`config.mk`:
```
export PLATFORM = sky130hd
export DESIGN_NAME = psg_tone_bank_flat
export DESIGN_NICKNAME = d
export VERILOG_FILES = /design/src/rtl/psg_tone_bank_if.sv /design/src/rtl/psg_tone_bank.sv /design/src/flat_wrapper.sv
export SDC_FILE = /design/constraint.sdc
export NUM_CORES = 1
export LEC_CHECK = 0
export ABC_AREA = 1
export CORE_AREA = 2 2 116 118
export DETAILED_ROUTE_END_ITERATION = 10
export DIE_AREA = 0 0 118 120
export GPL_TIMING_DRIVEN = 1
export PLACE_DENSITY = 0.8
export RECOVER_POWER = 25
export SLEW_MARGIN = 30
export SYNTH_ARGS = -nofsm -noshare
export SYNTH_HDL_FRONTEND = slang
export SYNTH_SLANG_ARGS = --single-unit
```
`constraint.sdc`:
```
create_clock -name clk -period 3.3 [get_ports clk]
set_clock_uncertainty 0.15 [all_clocks]
set_input_delay 0.66 -clock clk [delete_from_list [all_inputs] [get_ports clk]]
set_output_delay 0.66 -clock clk [all_outputs]
set_load 0.02 [all_outputs]
```
`src/rtl/psg_tone_bank_if.sv`:
```
// rtl/psg_tone_bank_if.sv - register-write, acquire and sample bundle for psg_tone_bank
interface psg_tone_bank_if #(
    parameter int NUM_CH   = 3,
    parameter int PERIOD_W = 10,
    parameter int ATT_W    = 4,
    parameter int OUT_W    = 16
);
    localparam int CH_W = (NUM_CH > 1) ? $clog2(NUM_CH) : 1;

    logic                       acquire;
    logic                       wr_en;
    logic [CH_W-1:0]            wr_ch;
    logic                       wr_sel;
    logic [PERIOD_W-1:0]        wr_data;
    logic signed [OUT_W-1:0]    sample;
    logic                       sample_valid;
    logic [NUM_CH-1:0]          ch_level;

    modport master (
        output acquire, wr_en, wr_ch, wr_sel, wr_data,
        input  sample, sample_valid, ch_level
    );

    modport slave (
        input  acquire, wr_en, wr_ch, wr_sel, wr_data,
        output sample, sample_valid, ch_level
    );
endinterface

```
`src/rtl/psg_tone_bank.sv`:
```
// rtl/psg_tone_bank.sv - multi-channel square-wave tone generator with 2-stage mixing pipeline
module psg_tone_bank #(
    parameter int NUM_CH   = 3,
    parameter int PERIOD_W = 10,
    parameter int ATT_W    = 4,
    parameter int OUT_W    = 16
) (
    input  logic             clk,
    input  logic             reset,
    psg_tone_bank_if.slave   bus
);
    localparam int CH_W  = (NUM_CH > 1) ? $clog2(NUM_CH) : 1;
    localparam int SUM_W = OUT_W + $clog2(NUM_CH);
    localparam int FS    = ((2 ** (OUT_W - 1)) - 1) / NUM_CH;

    localparam logic [OUT_W-1:0]        FS_V  = OUT_W'(FS);
    localparam logic [ATT_W-1:0]        MUTE  = '1;
    localparam logic [PERIOD_W-1:0]     ONE_P = PERIOD_W'(1);
    localparam logic signed [SUM_W-1:0] MAX_S = {{(SUM_W-OUT_W+1){1'b0}}, {(OUT_W-1){1'b1}}};
    localparam logic signed [SUM_W-1:0] MIN_S = {{(SUM_W-OUT_W+1){1'b1}}, {(OUT_W-1){1'b0}}};

    logic [PERIOD_W-1:0]     period_q [NUM_CH];
    logic [PERIOD_W-1:0]     period_d [NUM_CH];
    logic [ATT_W-1:0]        att_q    [NUM_CH];
    logic [ATT_W-1:0]        att_d    [NUM_CH];
    logic [PERIOD_W-1:0]     count_q  [NUM_CH];
    logic [PERIOD_W-1:0]     count_d  [NUM_CH];
    logic [OUT_W-1:0]        amp      [NUM_CH];
    logic signed [OUT_W-1:0] v_q      [NUM_CH];
    logic signed [OUT_W-1:0] v_d      [NUM_CH];
    logic [NUM_CH-1:0]       level_q, level_d;
    logic                    v_valid_q;
    logic signed [SUM_W-1:0] sum;
    logic signed [OUT_W-1:0] sample_q, sample_d;
    logic                    sample_valid_q;

    always_comb begin
        for (int i = 0; i < NUM_CH; i++) begin
            amp[i] = (att_q[i] == MUTE) ? '0 : (FS_V >> att_q[i]);
        end
    end

    // Counters and stage 1 see pre-write period/att; writes land on the same edge.
    always_comb begin
        level_d = level_q;
        for (int i = 0; i < NUM_CH; i++) begin
            period_d[i] = period_q[i];
            att_d[i]    = att_q[i];
            count_d[i]  = count_q[i];
            v_d[i]      = v_q[i];
            if (bus.acquire) begin
                if (count_q[i] <= ONE_P) begin
                    count_d[i] = period_q[i];
                    level_d[i] = (period_q[i] <= ONE_P) ? 1'b1 : ~level_q[i];
                end else begin
                    count_d[i] = count_q[i] - ONE_P;
                end
                v_d[i] = level_d[i] ? $signed(amp[i]) : -$signed(amp[i]);
            end
            if (bus.wr_en && (bus.wr_ch == CH_W'(i))) begin
                if (bus.wr_sel) begin
                    att_d[i] = bus.wr_data[ATT_W-1:0];
                end else begin
                    period_d[i] = bus.wr_data;
                end
            end
        end
    end

    always_comb begin
        sum = '0;
        for (int i = 0; i < NUM_CH; i++) begin
            sum = sum + SUM_W'(v_q[i]);
        end
        sample_d = sample_q;
        if (v_valid_q) begin
            if (sum > MAX_S) begin
                sample_d = $signed(MAX_S[OUT_W-1:0]);
            end else if (sum < MIN_S) begin
                sample_d = $signed(MIN_S[OUT_W-1:0]);
            end else begin
                sample_d = $signed(sum[OUT_W-1:0]);
            end
        end
    end

    always_ff @(posedge clk) begin
        if (reset) begin
            for (int i = 0; i < NUM_CH; i++) begin
                period_q[i] <= '0;
                att_q[i]    <= '1;
                count_q[i]  <= '0;
                v_q[i]      <= '0;
            end
            level_q        <= '1;
            v_valid_q      <= 1'b0;
            sample_q       <= '0;
            sample_valid_q <= 1'b0;
        end else begin
            for (int i = 0; i < NUM_CH; i++) begin
                period_q[i] <= period_d[i];
                att_q[i]    <= att_d[i];
                count_q[i]  <= count_d[i];
                v_q[i]      <= v_d[i];
            end
            level_q        <= level_d;
            v_valid_q      <= bus.acquire;
            sample_q       <= sample_d;
            sample_valid_q <= v_valid_q;
        end
    end

    assign bus.sample       = sample_q;
    assign bus.sample_valid = sample_valid_q;
    assign bus.ch_level     = level_q;
endmodule

```
`src/flat_wrapper.sv`:
```
// flat-port wrapper written by rule: the top's interface ports become plain ports
module psg_tone_bank_flat 
#(
    parameter int NUM_CH   = 3,
    parameter int PERIOD_W = 10,
    parameter int ATT_W    = 4,
    parameter int OUT_W    = 16
)
  (clk, reset, bus_acquire, bus_wr_en, bus_wr_ch, bus_wr_sel, bus_wr_data, bus_sample, bus_sample_valid, bus_ch_level);
  psg_tone_bank_if #(.NUM_CH(NUM_CH), .PERIOD_W(PERIOD_W), .ATT_W(ATT_W), .OUT_W(OUT_W)) bus_i ();
  input  logic clk;
  input  logic reset;
  input wire logic [$bits(bus_i.acquire)-1:0] bus_acquire;
  input wire logic [$bits(bus_i.wr_en)-1:0] bus_wr_en;
  input wire logic [$bits(bus_i.wr_ch)-1:0] bus_wr_ch;
  input wire logic [$bits(bus_i.wr_sel)-1:0] bus_wr_sel;
  input wire logic [$bits(bus_i.wr_data)-1:0] bus_wr_data;
  output wire logic [$bits(bus_i.sample)-1:0] bus_sample;
  output wire logic [$bits(bus_i.sample_valid)-1:0] bus_sample_valid;
  output wire logic [$bits(bus_i.ch_level)-1:0] bus_ch_level;
  assign bus_i.acquire = bus_acquire;
  assign bus_i.wr_en = bus_wr_en;
  assign bus_i.wr_ch = bus_wr_ch;
  assign bus_i.wr_sel = bus_wr_sel;
  assign bus_i.wr_data = bus_wr_data;
  assign bus_sample = bus_i.sample;
  assign bus_sample_valid = bus_i.sample_valid;
  assign bus_ch_level = bus_i.ch_level;
  psg_tone_bank #(.NUM_CH(NUM_CH), .PERIOD_W(PERIOD_W), .ATT_W(ATT_W), .OUT_W(OUT_W)) u_core (.clk(clk), .reset(reset), .bus(bus_i));
endmodule
```
# == After elaboration in Yosys (flattened, before gate mapping) ==
# Memories as Yosys holds them, arrays and structs flattened.
# Cells that the tools add are included.
# word_totals
reg_bits,21
latch_bits,0
mem_bits_rw,120
rom_bits,0
input_bits,17
out_inout_bits,20
word_cells,104
memories,4
# memory_table
name,depth,word_bits,rd,rd_clocked_by_memory_dff,write_ports,line_no,text
u_core.v_q,3,16,3,0,3,psg_tone_bank.sv:29,logic signed [OUT_W-1:0] v_q [NUM_CH];
u_core.count_q,3,10,3,0,3,psg_tone_bank.sv:26,logic [PERIOD_W-1:0] count_q [NUM_CH];
u_core.period_q,3,10,3,0,3,psg_tone_bank.sv:22,logic [PERIOD_W-1:0] period_q [NUM_CH];
u_core.att_q,3,4,3,0,3,psg_tone_bank.sv:24,logic [ATT_W-1:0] att_q [NUM_CH];
# classes
add_sub_neg,8
multipliers,0
n_div,0
magnitude_cmp,8
n_eq_ne,5
n_shift,3
muxes,53
bitwise_logic,15
reduce_logical,4
# op_table
cell,count
2-to-1 mux 16 bit,14
2-to-1 mux 10 bit,18
less-or-equal comparator 10 x 1 -> 1 bit (second input constant),6
negator 16 bit,3
right shift 14 x 4 -> 16 bit (first input constant),3
2-to-1 mux 4 bit,9
subtractor 10 x 1 -> 10 bit (second input constant),3
adder 17 x 16 -> 18 bit,1
greater-than comparator 18 x 16 -> 1 bit (second input constant),1
less-than comparator 18 x 16 -> 1 bit (second input constant),1
adder 16 x 16 -> 17 bit,1
equality test 4 bit (second input constant),3
2-to-1 mux 1 bit,12
bitwise OR 1 bit,12
logical AND 1 bit,3
NOT 1 bit,3
equality test 2 x 1 -> 1 bit (second input constant),1
equality test 2 bit (second input constant),1
zero test 2 bit,1

# == Logic depth before layout (Yosys ltp) ==
# Gate-level depths: netlist (run 1).
# depth
depth_word,7
ltp_mapped,18
ltp_nobuf,18

# == Worst setup path after synthesis (run 1) ==
# Ideal clock, no wire load.
# synth_timing
path_type,flip-flop to flip-flop
from,memory u_core.v_q[0][1]
to,register u_core.sample_q[4] (netlist: u_core.bus.sample[4])
setup_time_ns,0.119
arrival_time_ns,2.468
required_time_ns,3.031
path_slack_ns,0.562
stages_incl_launch_ff,17
n_path_buf,1
period_less_slack_ns,2.738
cell_sequence,dfxtp_1 inv_1 fa_1 inv_1 ha_1 fa_1 nand2_1 nand2_1 nand3_1 nand2_1 nand2_1 nand3_1 nand2_1 inv_1 a21oi_2 buf_4 a21oi_1
# synth_lines
item,line_no,text
from (decl),psg_tone_bank.sv:29,
to (signal assigned),psg_tone_bank.sv:108,sample_q <= sample_d;
to (decl),psg_tone_bank.sv:34,"logic signed [OUT_W-1:0] sample_q, sample_d;"

==> metrics, run 1 <==
status finished with violations; violations in the final reports capacitance limit, slew limit; Antenna diodes 0; most used flip-flop cell after synthesis sky130_fd_sc_hd__dfxtp_1; RePlAce Congestion 0.937; remaining max-slew budget at the tightest pin -12.9%; library cell with the largest summed area after synthesis sky130_fd_sc_hd__dfxtp_1; CTS tree yes; Yosys reg bits 141; global-route wire length before repair 33000 um; termination of the worst setup path u_core.v_q[0][19]; Final Setup Violations 0; detail-routed via count per cell 5.43; peak supply drop 0.746 mV; Core Box Area 0.0130 mm^2; buffers added on ports 36; combinational family with the most area after synthesis simple AND/OR/NAND/NOR gates; layout overhead on the synthesized area 13.3%; maximum clock frequency 327 MHz; final setup TNS 0 ns; start point of the critical path reset; arrival time of the worst setup path 3.26 ns; total clock buffers created by CTS 17; async set-reset flop share out of synthesis 0%; vias in the first global route 6860; Nets 1204; die width 118 um; max-capacitance violation count 1; Fin. Hold Viols 0; critical path required time 3.51 ns; Die Height 120 um; Routed Wire Length 19300 um; sequential element share of the synthesized area 36.3%; DRC violation count after routing 0; Worst Path Max Fanout 37; WL/cell 14.5 um; critical path class in2reg; Congestion Overflow GR 0; r2r startpoint u_core.v_q[0][1]; root buf cell sky130_fd_sc_hd__clkbuf_16; number of slew-limit violations in the final report 38; Worst Reg2Reg Path Length in Cells 16; fraction of the mapped netlist area in adder cells 8.40%; clk slew on worst S/H paths 0.06 ns; synthesized-area fraction occupied by ao, oa, aoi and oai cells 19.5%; Warnings, synthesis 0; placed inst area 0.00829 mm^2; via count of the routed design 7233; fraction of layout cells with a size suffix above 1 5.02%; largest net degree at the start of global routing 39; synth unique cells 43; final core area utilization 67.8%; number of levels in the clock H-tree 4; finished layout cell area 0.00880 mm^2; cell area after synthesis 0.00777 mm^2; unrepaired setup endpoints after global routing no; cell row count 42; leak pwr 4.10 nW; Worst Setup End Kind flip-flop; buffer depth of the longest clock path 2; transition time of the tightest slew-check pin 1.69 ns; Synth Area in XOR/XNOR 2.93%; total clock sinks 141; number of top-level design ports 37; power density cells 754 mW/mm^2; Synth top area share 36.3%; estimated wirelength of the detail-placed design 14000 um; Worst-Skew Late Latency 0.42 ns; initial antenna violation count 0; Mapped Cells 1117; shortest period the worst path allows 3.06 ns; area fraction in and, or, nand and nor cells after synthesis 24.0%; die area 0.0142 mm^2; post-route clock period utilization 92.7%; leading post-synthesis cells by cell area sky130_fd_sc_hd__dfxtp_1 36%, sky130_fd_sc_hd__nand2_1 13%, sky130_fd_sc_hd__o21ai_0 8.4%; kind of launch point of the worst setup path input pin; initial core utilization 59.9%; slack of the worst reg-to-reg path 0.27 ns; share of synthesized area spent on multiplexers 0%; worst min-delay path category reg2reg; post-synthesis area per instance 6.96 um^2; Iter 0 DRT Violations 396; Net Count, Synth 1176; Pre-Repair DR Iteration Count 5; EDFF count, synth 0; Critical R2R Capture u_core.bus.sample[8]; antenna violation net count after detailed routing 0; Global Route Usage Sum 29.3%
timing repair:
action,4_1_cts,5_1_grt
endpoints found under the setup margin,0,11
hold buffers,0,0
resized for setup,0,2
setup buffers,0,0
per-stage QoR:
stage               worst slack [ns]  cells  hold WS, ns  total power, mW
floorplan                      0.562   1117        0.274             4.28
global placement               0.373   1302        0.296             4.82
detailed placement             0.275   1302        0.300             4.86
CTS                            0.236   1332        0.309             6.66
global route                 0.00810   1332        0.335             7.16
finish                         0.242   1332        0.315             6.64
flip-flops by register name (all words and copies together), names as in the netlist:
| signal | count |
|---|---|
| u_core.v_q | 48 |
| u_core.period_q | 30 |
| u_core.v_valid_q | 1 |
| u_core.bus.ch_level | 3 |
| u_core.bus.sample | 16 |
| u_core.att_q | 12 |
| u_core.bus.sample_valid | 1 |
| u_core.count_q | 30 |
cell families (layout without fill, tap and decap cells):
kind of cell | count (synthesis) | in the layout
compound gates | 279 | 279
buf+inv | 178 | 217
fa+ha+maj | 42 | 42
xor+xnor | 26 | 26
simple gates | 451 | 451
flops | 141 | 141
per-layer routing:
layer  routed length (um)  GRT usage (%)  up-vias
met5                    0              0        -
met4                  787           14.8        0
met3                  846           5.04       56
met2                 9330           50.1      215
met1                 8340           35.5     3277
li1                     -              -     3685
how the worst min path moves through the flow:
stage	from	cells past startpoint	end
2_1_floorplan	u_core.period_q[0][0]	2	u_core.period_q[0][0]
3_3_place_gp	u_core.period_q[0][0]	2	u_core.period_q[0][0]
6_report	u_core.period_q[0][2]	2	u_core.period_q[0][2]
3_5_place_dp	u_core.period_q[0][0]	2	u_core.period_q[0][0]
4_1_cts	u_core.period_q[0][0]	2	u_core.period_q[0][0]
5_1_grt	u_core.v_q[0][20]	2	u_core.v_q[0][20]
power by group:
| group | leakage (nW) | internal (mW) | switching, mW |
|---|---|---|---|
| Combinational | 2.68 | 0.968 | 1.72 |
| Clock | 0.263 | 1.06 | 0.707 |
| Sequential | 1.15 | 1.97 | 0.213 |
layout make-up:
| class | instances | area [um^2] |
|---|---|---|
| clock buffer | 23 | 468 |
| clock inverter | 7 | 66.3 |
| fill | 1168 | 4180 |
| inverter | 138 | 518 |
| multi-input combinational | 798 | 4270 |
| sequential | 141 | 2820 |
| tap | 176 | 220 |
| timing repair buffer | 49 | 439 |
critical path: stages:
cell and delay, ns:
sky130_fd_sc_hd__dlygate4sd3_1 0.67, sky130_fd_sc_hd__inv_1 0.11, sky130_fd_sc_hd__clkbuf_1 1.23, sky130_fd_sc_hd__nand3_1 0.43
sky130_fd_sc_hd__nand2_1 0.16
cells in the mapped netlist, types with 3 or more instances:
cell / number
sky130_fd_sc_hd__or2_2: 5
sky130_fd_sc_hd__a31oi_1: 9
sky130_fd_sc_hd__nor2_1: 115
sky130_fd_sc_hd__ha_1: 25
sky130_fd_sc_hd__o211ai_1: 13
sky130_fd_sc_hd__xor2_1: 20
sky130_fd_sc_hd__inv_1: 135
sky130_fd_sc_hd__a21oi_1: 89
sky130_fd_sc_hd__or2_1: 3
sky130_fd_sc_hd__o21bai_1: 4
sky130_fd_sc_hd__o21ai_1: 10
sky130_fd_sc_hd__o21ai_0: 131
sky130_fd_sc_hd__nor3_1: 6
sky130_fd_sc_hd__nand2_1: 261
sky130_fd_sc_hd__xnor2_1: 6
sky130_fd_sc_hd__nand3_1: 42
sky130_fd_sc_hd__clkbuf_1: 33
sky130_fd_sc_hd__a32o_1: 5
sky130_fd_sc_hd__fa_1: 17
sky130_fd_sc_hd__buf_4: 3
sky130_fd_sc_hd__dfxtp_1: 141
sky130_fd_sc_hd__o22ai_1: 12
placed cells by master, fill, tap and decap left out, drive strengths merged:
cell and instances:
a211oi 1, a21oi 90, a31oi 9, a32o 5, and2 2, and3 1
buf 8, bufinv 1, clkbuf 28, clkdlybuf4s50 34, clkinv 6, clkinvlp 1
dfxtp 141, dlygate4sd3 2, fa 17, ha 25, inv 137, nand2 264
nand3 44, nand3b 2, nand4 2, nor2 117, nor3 8, nor4 3
o211ai 13, o21ai 144, o21bai 4, o22ai 12, o31ai 1, or2 8
xnor2 6, xor2 20
(Power assumes the default switching activity.)
==> run 2: changes to the inputs <==
- SKIP_CTS_REPAIR_TIMING: default -> 1
==> results of run 2 <==
The final DEF is identical to that of run 1; final timing and power are the same.
==> run 3: changes to the inputs <==
- CORE_AREA: 2 2 116 118 -> 2 2 122 113
- DIE_AREA: 0 0 118 120 -> 0 0 124 115
- PLACE_DENSITY: 0.8 -> 0.79
- SETUP_SLACK_MARGIN: default -> 0.02
==> run 3 against run 2 <==
Net effect: the flow now finishes without violations; combinational power about the same; die area increased by 0.71%; cell area increased by 0.64%; register-to-register slack improved by 0.02 ns; hold slack got worse by 0.0061 ns; maximum frequency increased by 1.7%; total power increased by 4.7%.
==> metrics, run 3 (synthesis results as in run 1) <==
status finished, final reports clean; antenna violation net count after detailed routing 0 (unchanged); Worst Path Max Fanout 12 (-68%); DRC violation count after routing 0 (unchanged); total clock buffers created by CTS 17 (unchanged); total power after layout 6.95 mW (+4.7%); area of the multi-input gates 0.00425 mm^2 (-0.50%); proportion of power drawn by combinational gates 39.0% (-1.4 points); RePlAce Congestion 0.932 (-0.59%); detail-routed via count per cell 5.54 (+2.0%); highest routing layer actually used met4; buffer depth of the longest clock path 2 (unchanged); sequential share of power 31.4% (-1.5 points); arrival time of the worst setup path 3.17 ns (-0.09 ns); Iter 0 DRT Violations 825 (+110%); Nets 1201 (-0.25%); peak supply drop 0.546 mV (-27%); initial antenna violation count 0 (unchanged); WL/cell 15.4 um (+6.1%); max-capacitance violation count 0 (-1); worst slack, placed 0.279 ns (+0.00381 ns); Internal Power 4.23 mW (+5.7%); number of top-level design ports 37 (unchanged); via count of the routed design 7334 (+1.4%); Routed Wire Length 20400 um (+5.5%); estimated wirelength of the detail-placed design 14400 um (+3.1%); most used cells in the layout excluding fill and tap cells 260 x sky130_fd_sc_hd__nand2_1, 141 x sky130_fd_sc_hd__dfxtp_1, 135 x sky130_fd_sc_hd__inv_1, 132 x sky130_fd_sc_hd__o21ai_0, 114 x sky130_fd_sc_hd__nor2_1; fraction of layout cells with a size suffix above 1 5.11% (+0.091 points); fill count 1106 (-5.3%); PnR worst setup slack 0.294 ns (+0.0520 ns); remaining max-slew budget at the tightest pin 16.6% (+30 points); clock network power share 29.6% (+3.0 points); routed metal-1 wirelength 9900 um (+19%); Worst-Skew Late Latency 0.44 ns (+0.02 ns); register containing the most flip-flops in the final layout u_core.v_q; Congestion Overflow GR 0 (unchanged); worst min-delay path category reg2reg; die area 0.0143 mm^2 (+0.71%); global-route wire length before repair 33800 um (+2.3%); unrepaired setup endpoints after global routing no; cell row count 40 (-4.8%); die width 124 um (+5.1%); post-route clock period utilization 91.1% (-1.6 points); Core Box Area 0.0130 mm^2 (+0.25%); Worst Setup End Kind flip-flop; transition time of the tightest slew-check pin 1.24 ns (-0.454 ns); non-filler cells, final 1324 (-0.60%); power density cells 784 mW/mm^2 (+4.0%); vias in the first global route 6843 (-0.25%); kind of launch point of the worst setup path flip-flop; buffers added on ports 36 (unchanged); total clock sinks 141 (unchanged); Pre-Repair DR Iteration Count 7 (+2); count of placed standard cells including taps 1291 (-0.84%); clk slew on worst S/H paths 0.06 ns (about the same); most frequent standard cell in the layout excluding fill and tap cells sky130_fd_sc_hd__nand2_1; amount of wire on met3 after detailed routing 1610 um (+90%); switching component of the power 2.72 mW (+3.1%); critical path class reg2reg; FF+latch area 0.00282 mm^2 (unchanged); number of slew-limit violations in the final report 0 (-100%); final setup TNS 0 ns (unchanged); met2 wirelength from detailed routing 8540 um (-8.5%); leak pwr 4.12 nW (+0.65%); Global Route Usage Sum 30.7% (+1.4 points); critical path required time 3.47 ns (-0.04 ns); root buf cell sky130_fd_sc_hd__clkbuf_16; largest registers u_core.v_q: 48 flops, u_core.count_q: 30 flops, u_core.period_q: 30 flops; CTS tree yes; shortest period the worst path allows 3.01 ns (-0.0520 ns); fraction of power spent switching nets 39.1% (-0.59 points); Final Setup Violations 0 (unchanged); Fin. Hold Viols 0 (unchanged); Die Height 115 um (-4.2%); number of levels in the clock H-tree 4 (unchanged); number of flip-flops in the largest register 48 (unchanged); layout overhead on the synthesized area 14.0%; worst hold margin 0.309 ns (-0.00613 ns); largest net degree at the start of global routing 43 (+10%); initial core utilization 59.7% (-0.15 points); maximum clock frequency 333 MHz (+1.7%)
==> run 3: through the flow <==
step | utilization [%] | cell area (um^2)
after floorplan | - | 7770
after global placement | 63.5 | 8260
after detailed placement | 63.5 | 8260
after CTS | 68.3 | 8890
after global routing | 68.1 | 8860
final | 68.1 | 8860
==> run 3: area by class of cell <==
| cell class | count | share of cell area [%] |
|---|---|---|
| multi-input combinational | 798 | 48.0 |
| timing repair buffer | 46 | 4.80 |
| clock buffer | 19 | 5.00 |
| inverter | 138 | 5.85 |
| sequential | 141 | 31.9 |
| tap | 168 | 2.37 |
| antenna | 1 | 0.0282 |
| clock inverter | 13 | 2.15 |
==> run 3: critical path, stage by stage (launching register included) <==
cell and delay (ns):
sky130_fd_sc_hd__dfxtp_1 0.31, sky130_fd_sc_hd__inv_1 0.06, sky130_fd_sc_hd__fa_1 0.53, sky130_fd_sc_hd__inv_1 0.05
sky130_fd_sc_hd__ha_1 0.21, sky130_fd_sc_hd__fa_1 0.38, sky130_fd_sc_hd__nand2_1 0.09, sky130_fd_sc_hd__nand2_1 0.09
sky130_fd_sc_hd__nand3_1 0.09, sky130_fd_sc_hd__nand2_1 0.10, sky130_fd_sc_hd__nand2_1 0.09, sky130_fd_sc_hd__nand3_1 0.08
sky130_fd_sc_hd__nand2_1 0.15, sky130_fd_sc_hd__inv_1 0.09, sky130_fd_sc_hd__a21oi_2 0.12, sky130_fd_sc_hd__buf_4 0.20
sky130_fd_sc_hd__a21oi_1 0.10
==> run 3: worst paths after layout <==
path / from / end / slack [ns] / cells after the start
setup reg to reg: u_core.v_q[0][1] / u_core.bus.sample[8] / 0.29 / 16
setup / recovery: u_core.v_q[0][1] / u_core.bus.sample[8] / 0.29 / 16
hold reg to reg: u_core.period_q[0][0] / u_core.period_q[0][0] / 0.31 / 2
hold / removal: u_core.period_q[0][0] / u_core.period_q[0][0] / 0.31 / 2
==> run 3: power by group through the flow <==
stage	clock, mW	combinational [mW]	sequential (mW)
4_1_cts	2.07	2.70	2.18
5_1_grt	2.14	3.06	2.21
2_1_floorplan	0	2.08	2.20
6_report	2.06	2.71	2.18
3_5_place_dp	0	2.68	2.21
3_3_place_gp	0	2.65	2.20
==> run 3: routing by layer <==
layer  track usage [%]  vias to the layer above
met3              8.28                       28
met1              44.4                     3324
met5                 0                        -
met2              44.8                      287
met4              9.29                        0
li1                  -                     3695
